<file path="config.mk">
export PLATFORM = sky130hd
export DESIGN_NAME = psm_deadtime_mc
export DESIGN_NICKNAME = d
export VERILOG_FILES = /design/src/rtl/psm_deadtime_mc.sv
export SDC_FILE = /design/constraint.sdc
export NUM_CORES = 1
export LEC_CHECK = 0
export BUFFER_PORTS_ARGS = -buffer_cell sky130_fd_sc_hd__buf_2
export CAP_MARGIN = 30
export CORE_MARGIN = 2
export CORE_UTILIZATION = 60
export DETAILED_ROUTE_END_ITERATION = 12
export PLACE_DENSITY = 0.89
export SYNTH_ARGS = -nofsm -noshare
export SYNTH_HDL_FRONTEND = slang
export SYNTH_SLANG_ARGS = --single-unit
</file>
<file path="constraint.sdc">
create_clock -name CLK -period 4.99 [get_ports CLK]
set_input_delay 0.7485 -clock CLK [delete_from_list [all_inputs] [get_ports CLK]]
set_output_delay 0.7485 -clock CLK [all_outputs]
set_load 0.01 [all_outputs]
</file>
<file path="src/rtl/psm_deadtime_mc.sv">
// psm_deadtime_mc: multi-channel complementary gate-pair generator with
// double-buffered rise/fall dead times, short-pulse suppression and fault latch.
module psm_deadtime_mc #(
    parameter int N_CH      = 3,
    parameter int BITS_DATA = 7
) (
    input  logic                 CLK,
    input  logic                 RST,
    input  logic                 iEN,
    input  logic                 iFAULT,
    input  logic                 iCLR_FAULT,
    input  logic                 iLOAD,
    input  logic [BITS_DATA:0]   iDT_RISE,
    input  logic [BITS_DATA:0]   iDT_FALL,
    input  logic [N_CH-1:0]      iPSM,
    output logic [2*N_CH-1:0]    oPSM,
    output logic                 oFAULT,
    output logic                 oLOAD_PEND
);
    typedef enum logic [2:0] {OFF, LOW, DEAD_H, HIGH, DEAD_L} state_t;

    localparam logic [BITS_DATA:0] ONE = {{BITS_DATA{1'b0}}, 1'b1};

    state_t             state [N_CH];
    logic [BITS_DATA:0] cnt   [N_CH];
    logic [N_CH-1:0]    psm_r;
    logic [BITS_DATA:0] act_rise, act_fall, sh_rise, sh_fall;
    logic [BITS_DATA:0] rise_eff, fall_eff;
    logic               in_dead, apply, halt;

    // Shadow values take effect on an edge with no dead interval running,
    // so every interval uses one value from its first edge to its last.
    always_comb begin
        in_dead = 1'b0;
        for (int k = 0; k < N_CH; k++)
            if (state[k] == DEAD_H || state[k] == DEAD_L)
                in_dead = 1'b1;
        apply    = oLOAD_PEND && !in_dead;
        rise_eff = apply ? sh_rise : act_rise;
        fall_eff = apply ? sh_fall : act_fall;
        halt     = iFAULT || oFAULT || !iEN;
    end

    always_ff @(posedge CLK or posedge RST) begin
        if (RST) begin
            psm_r      <= '0;
            oFAULT     <= 1'b0;
            oLOAD_PEND <= 1'b0;
            act_rise   <= '1;
            act_fall   <= '1;
            sh_rise    <= '1;
            sh_fall    <= '1;
        end else begin
            psm_r <= iPSM;
            if (iFAULT)
                oFAULT <= 1'b1;
            else if (iCLR_FAULT)
                oFAULT <= 1'b0;
            if (apply) begin
                act_rise   <= sh_rise;
                act_fall   <= sh_fall;
                oLOAD_PEND <= 1'b0;
            end
            if (iLOAD && !iFAULT) begin
                sh_rise    <= iDT_RISE;
                sh_fall    <= iDT_FALL;
                oLOAD_PEND <= 1'b1;
            end
        end
    end

    // Gate pair per channel: oPSM[2k+1:2k] = {L, H}
    always_ff @(posedge CLK or posedge RST) begin
        if (RST) begin
            oPSM <= '0;
            for (int k = 0; k < N_CH; k++) begin
                state[k] <= OFF;
                cnt[k]   <= '0;
            end
        end else begin
            for (int k = 0; k < N_CH; k++) begin
                if (halt) begin
                    state[k]       <= OFF;
                    cnt[k]         <= '0;
                    oPSM[2*k +: 2] <= 2'b00;
                end else begin
                    unique case (state[k])
                        OFF: begin
                            state[k]       <= psm_r[k] ? HIGH : LOW;
                            oPSM[2*k +: 2] <= psm_r[k] ? 2'b01 : 2'b10;
                        end
                        LOW: begin
                            if (psm_r[k]) begin
                                if (rise_eff == '0) begin
                                    state[k]       <= HIGH;
                                    oPSM[2*k +: 2] <= 2'b01;
                                end else begin
                                    state[k]       <= DEAD_H;
                                    cnt[k]         <= ONE;
                                    oPSM[2*k +: 2] <= 2'b00;
                                end
                            end
                        end
                        DEAD_H: begin
                            if (!psm_r[k]) begin
                                state[k]       <= LOW;
                                oPSM[2*k +: 2] <= 2'b10;
                            end else if (cnt[k] >= rise_eff) begin
                                state[k]       <= HIGH;
                                oPSM[2*k +: 2] <= 2'b01;
                            end else begin
                                cnt[k] <= cnt[k] + ONE;
                            end
                        end
                        HIGH: begin
                            if (!psm_r[k]) begin
                                if (fall_eff == '0) begin
                                    state[k]       <= LOW;
                                    oPSM[2*k +: 2] <= 2'b10;
                                end else begin
                                    state[k]       <= DEAD_L;
                                    cnt[k]         <= ONE;
                                    oPSM[2*k +: 2] <= 2'b00;
                                end
                            end
                        end
                        DEAD_L: begin
                            if (psm_r[k]) begin
                                state[k]       <= HIGH;
                                oPSM[2*k +: 2] <= 2'b01;
                            end else if (cnt[k] >= fall_eff) begin
                                state[k]       <= LOW;
                                oPSM[2*k +: 2] <= 2'b10;
                            end else begin
                                cnt[k] <= cnt[k] + ONE;
                            end
                        end
                        default: begin
                            state[k]       <= OFF;
                            oPSM[2*k +: 2] <= 2'b00;
                        end
                    endcase
                end
            end
        end
    end
endmodule
</file>
==> After elaboration in Yosys (flattened, before gate mapping) <==
Index checks and enable logic that the tools add are counted.
{ "word_totals": {"elab_cells": 186, "ff_bits": 76, "inputBits": 25} }
{ "classes": {"n_mux": 93, "order_cmp": 6, "n_eq_ne": 42, "n_addsub": 3, "n_reduce_logical": 26} }
{ "ops": {"columns": ["op", "n"], "rows": [
  ["$mux 8", 25],
  ["$pmux 8 s4", 3],
  ["$ne 3x3->1 const B", 24],
  ["$mux 3", 22],
  ["$mux 2", 28],
  ["$ge 8x8->1", 6],
  ["$pmux 3 s5", 3],
  ["$pmux 2 s5", 3],
  ["$reduce_and 9->1", 3],
  ["$add 8x1->8 const B", 3],
  ["$ne 4x3->1 const B", 6],
  ["$eq 3x2->1 const B", 6],
  ["$logic_not 8->1", 2],
  ["$reduce_bool 5->1", 3],
  ["$reduce_and 4->1", 3],
  ["$eq 3x1->1 const B", 3],
  ["$eq 3x3->1 const B", 3],
  ["$logic_not 3->1", 3],
  ["$mux 1", 9],
  ["$logic_or 1x1->1", 5],
  ["$reduce_bool 2->1", 2],
  ["$logic_not 1->1", 3],
  ["$logic_and 1x1->1", 2]
]} }

==> Logic depth before layout (Yosys ltp) <==
{ "logic_depth": {"ltp_word": 13, "mapped_depth": 19} }

==> Worst setup path before layout <==
No wires, ideal clock.
{ "synth_timing": {"path_kind": "register to register", "startpoint": "reg state[1] (netlist bit)", "endpoint": "reg oPSM[4]", "path_slack_ns": 0.896, "synth_period_minus_slack_ns": 4.094, "setup_time_ns": 0.125, "required_ns": 4.865, "arrival_time_ns": 3.970, "path_stages_with_launch": 18, "path_buffers": 2, "path_cell_list": "dfrtp_1 -> buf_6 -> xor2_1 -> a222oi_1 -> nand2_1 -> clkbuf_1 -> nand2_1 -> nand2_1 -> ha_1 -> nand2b_1 -> maj3_1 -> a211o_1 -> a31oi_1 -> o221ai_1 -> a21oi_1 -> a31o_2 -> a31o_2 -> mux2_2"} }
{ "synth_between": {"word_cells_on_any_way": 23, "cone_classes": "2 x order compare; 8 x eq/ne; 7 x mux; 6 x reduce/logical"} }
{ "synth_rtl": {"columns": ["element", "line_no", "rtl"], "rows": [
  ["start: declaration", "24", "state_t state [N_CH];"],
  ["start signal: indexed assignment", "89", "state[k] <= psm_r[k] ? HIGH : LOW;"],
  ["$eq 3x2->1 or $eq 3x3->1 (tied branches)", "36", "if (state[k] == DEAD_H || state[k] == DEAD_L)"],
  ["$logic_or 1x1->1 (*)", "36", null],
  ["$mux 1 (*)", "36", null],
  ["$logic_not 1->1 (*)", "38", "apply = oLOAD_PEND && !in_dead;"],
  ["$logic_and 1x1->1 (*)", "38", null],
  ["$mux 8 (*)", null, null],
  ["net fall_eff[0]", "28", "logic [BITS_DATA:0] rise_eff, fall_eff;"],
  ["$ge 8x8->1 (*)", "131", "end else if (cnt[k] >= fall_eff) begin"],
  ["$ne 4x3->1 (no line) (*)", null, null],
  ["$reduce_and 4->1 (no line) (*)", null, null],
  ["end signal: indexed assignment", "90", "oPSM[2*k +: 2] <= psm_r[k] ? 2'b01 : 2'b10;"],
  ["end: declaration", "16", "output logic [2*N_CH-1:0] oPSM,"]
]} }
The timed path passes the listed nets; every way through them passes the cells marked *. The select of a mux whose other input is x is not followed.
A chain may end at the register's enable or synchronous reset.

==> Worst setup path after layout <==
{ "layout_timing": {"startpoint": "reg state[1] (netlist bit)", "endpoint": "reg oPSM[1]"} }
{ "layout_between": {"word_cells_on_any_way": 18, "cone_classes": "2 x order compare; 4 x eq/ne; 7 x mux; 5 x reduce/logical"} }
{ "layout_rtl": {"columns": ["element", "line_no", "rtl"], "rows": [
  ["$eq 3x2->1 or $eq 3x3->1 (tied branches)", "36", null],
  ["$logic_or 1x1->1 (*)", "36", null],
  ["$mux 1 (*)", "36", null],
  ["$logic_not 1->1 (*)", "38", null],
  ["$logic_and 1x1->1 (*)", "38", null],
  ["$mux 8 (*)", null, null],
  ["net rise_eff[5]", "28", null],
  ["$ge 8x8->1 (*)", "108", "end else if (cnt[k] >= rise_eff) begin"],
  ["$ne 4x3->1 (no line) (*)", null, null],
  ["$reduce_and 4->1 (no line) (*)", null, null]
]} }
Marks and branches as above.

==> results.ini <==
[placed_design]
place_area_um2=5401
globalplace.congestion=0.9608
dp_hpwl_mm=9.622
numPortBuffers=32

[sta]
min_period_over_period_pct=93.13
period_minus_slack_ps=4647
worstMarginPinSlew_ps=950.9
slew_violations=0
hold_viol=0
rsz0062_at_grt=false
setup_viol=0
fmax_mhz=215.2
hold_slack_ps=471.1
finClkSkew_ps=11.57
fin_tns_setup_ps=0
max_slew_margin_pct=36.06

[drt]
viasPerCell=6.634
drt_pass1_iterations=7
ant_nets=0
wl_per_cell_um=18.53
drt_iter0_markers=387
num_vias=4677
drc=0
drt_wl_total_mm=13.06

[layout]
fin_nets=659
post-route-util_pct=67.45
final_cell_area_um2=5570
drive_above_1_share_pct=19.67
layout_common_cells=67 x nand2_1, 44 x dfrtp_1, 39 x ha_1
n_antenna_cell=0
area_growth_pct=8.268
final_common_cell=nand2_1

[logic_synthesis]
yosys_warnings=0
synth.avg_cell_area_um2=9.074
ys_seq_area_share_pct=37.74
syn_inst=567
synthesis.area_um2=5145
synth_top_flop_cell=dfrtp_1
synth_nets=631
ys_ff_latch=76
synth_cell_type_count=69
synth_edf_count=0
synthArstFlopShare_pct=100.0

[die]
die_w_um=96.60
design.core.area_um2=8258
die_area_um2=9332
start_util_pct=62.30
fp.dieH_um=96.60
fp-row-count=33
num_io_pins=33

[critical_path]
r2r_slack_ps=340
path_cells=xor2_1 > a222oi_1 > buf_4 > and2_1 > nand2_1 > nand2_1 > inv_1 > ha_1 > a21o_1 > a211o_1 > a31oi_1 > nor2_1 > o211ai_1 > o32ai_1 > or3_1 > a31oi_2 > mux2_2
critPathLaunchType=flip-flop
path_common_cell=nand2_1
cp-end-kind=flip-flop
cp_num_buf_inv=2
crit_required_ps=5230
timing.critical_path.slowest_stage_cell=dfrtp_1
worstPathArrival_ps=4880
cp_top_family=compound AO/OA/AOI/OAI gates
worstSetupPathType=flip-flop to flip-flop
cpPeakStageDelay_ps=570
crit_fanout=16

[global_route]
grtUsageMet2_pct=46.05
grt_pass1_vias=4571
grtUsageMet3_pct=6.358
antenna_found_initial=0
top_usage_layer=met2
grt_first_pass_wirelength_mm=21.70
grtUsageTotal_pct=28.31
met1_usage_pct=36.51
grt_max_degree=47
grt-ovfl-total=0

[clock_tree]
cts_resized=0
clk_pin_slew_ps=80
clockBufferDepth=2
cts_buffers=9
clock_latency_ps=360
cts_root_buffer=clkbuf_8
postCtsSetupBuffers=0
ctsHoldBuffers=0
htreeDepth=3
cts_tree=yes
cts_sinks=76

[job]
maxCapViolCount=0

[power_and_ir_drop]
vdd_ir_drop_max_mv=0.1719
powerDensity_nw_per_um2=285.5
leakage_nw=2.583

[outcome]
status=complete, no violations

[worst_hold_path]
worstHoldPathType=primary input to async pin

-- area by class of cell --
cell class | instances | area [um^2]
multi-input combinational | 425 | 2939
fill | 639 | 2688
sequential | 76 | 1942
timing repair buffer | 44 | 250.2
inverter | 39 | 146.4
clock buffer | 12 | 135.1
tap | 105 | 131.4
clock inverter | 4 | 26.28
-- cells in the mapped netlist, types with 7 or more instances --
cell      number  area [um^2]
ha_1          39        488.0
nor2_1        34        127.6
o31ai_1        7        52.55
clkbuf_1      17        63.81
a31oi_1       10        62.56
o22ai_1        7        43.79
nor4_1         9        56.30
o21ai_0       20        100.1
nand4_1        8        50.05
nor3_1        13        65.06
dfstp_2       32        840.8
mux2_2        18        202.7
nand2b_1      12        75.07
nand2_1       67        251.5
a21oi_1       35        175.2
dfrtp_1       44         1101
and3_1         9        56.30
inv_1         38        142.6
nand3_1       20        100.1
mux2i_1       13        130.1
-- state kept, by name (all words and copies together) (netlist names) --
register,flops
act_fall,8
act_rise,8
cnt,24
oFAULT,1
oLOAD_PEND,1
oPSM,6
psm_r,3
sh_fall,8
sh_rise,8
state,9
-- per-stage QoR --
step	cells	worst slack, ps	power, mW
finish	705	342.9	1.590
global route	705	83.72	1.671
CTS	704	400.7	1.584
detailed placement	688	392.6	1.174
global placement	688	613.7	1.149
floorplan	567	895.6	1.039
-- path summary, 6_finish.rpt --
check                           start     endpoint  depth (start not counted)
min                               RST       cnt[2]                          2
min in group CLK           sh_rise[3]  act_rise[3]                          2
max in group asynchronous         RST       cnt[9]                          3
min reg2reg                sh_rise[3]  act_rise[3]                          2
max reg2reg                  state[1]      oPSM[1]                         17
max                          state[1]      oPSM[1]                         17
-- metal layers --
metal  routed length [um]  up-vias
li1                     -     2125
met1                 5237     2288
met2                 6380      219
met3                 1059       45
met4                  384        0
met5                    0        -
-- kinds of logic after synthesis --
| group | after synthesis | synth area share (%) |
|---|---|---|
| mux | 31 | 6.469 |
| flops | 76 | 37.74 |
| xor+xnor | 9 | 1.532 |
| compound gates | 146 | 20.28 |
| simple gates | 195 | 18.36 |
| fa+ha+maj | 44 | 10.48 |
| buf+inv | 66 | 5.131 |
-- power breakdown --
| group | internal, mW | total, mW | switching, mW | leakage [nW] |
|---|---|---|---|---|
| Clock | 0.180 | 0.408 | 0.227 | 0.0803 |
| Combinational | 0.163 | 0.411 | 0.248 | 1.57 |
| Sequential | 0.717 | 0.772 | 0.0549 | 0.936 |
| Total | 1.06 | 1.59 | 0.530 | 2.58 |
No activity file was read; power rests on OpenSTA's default activity.
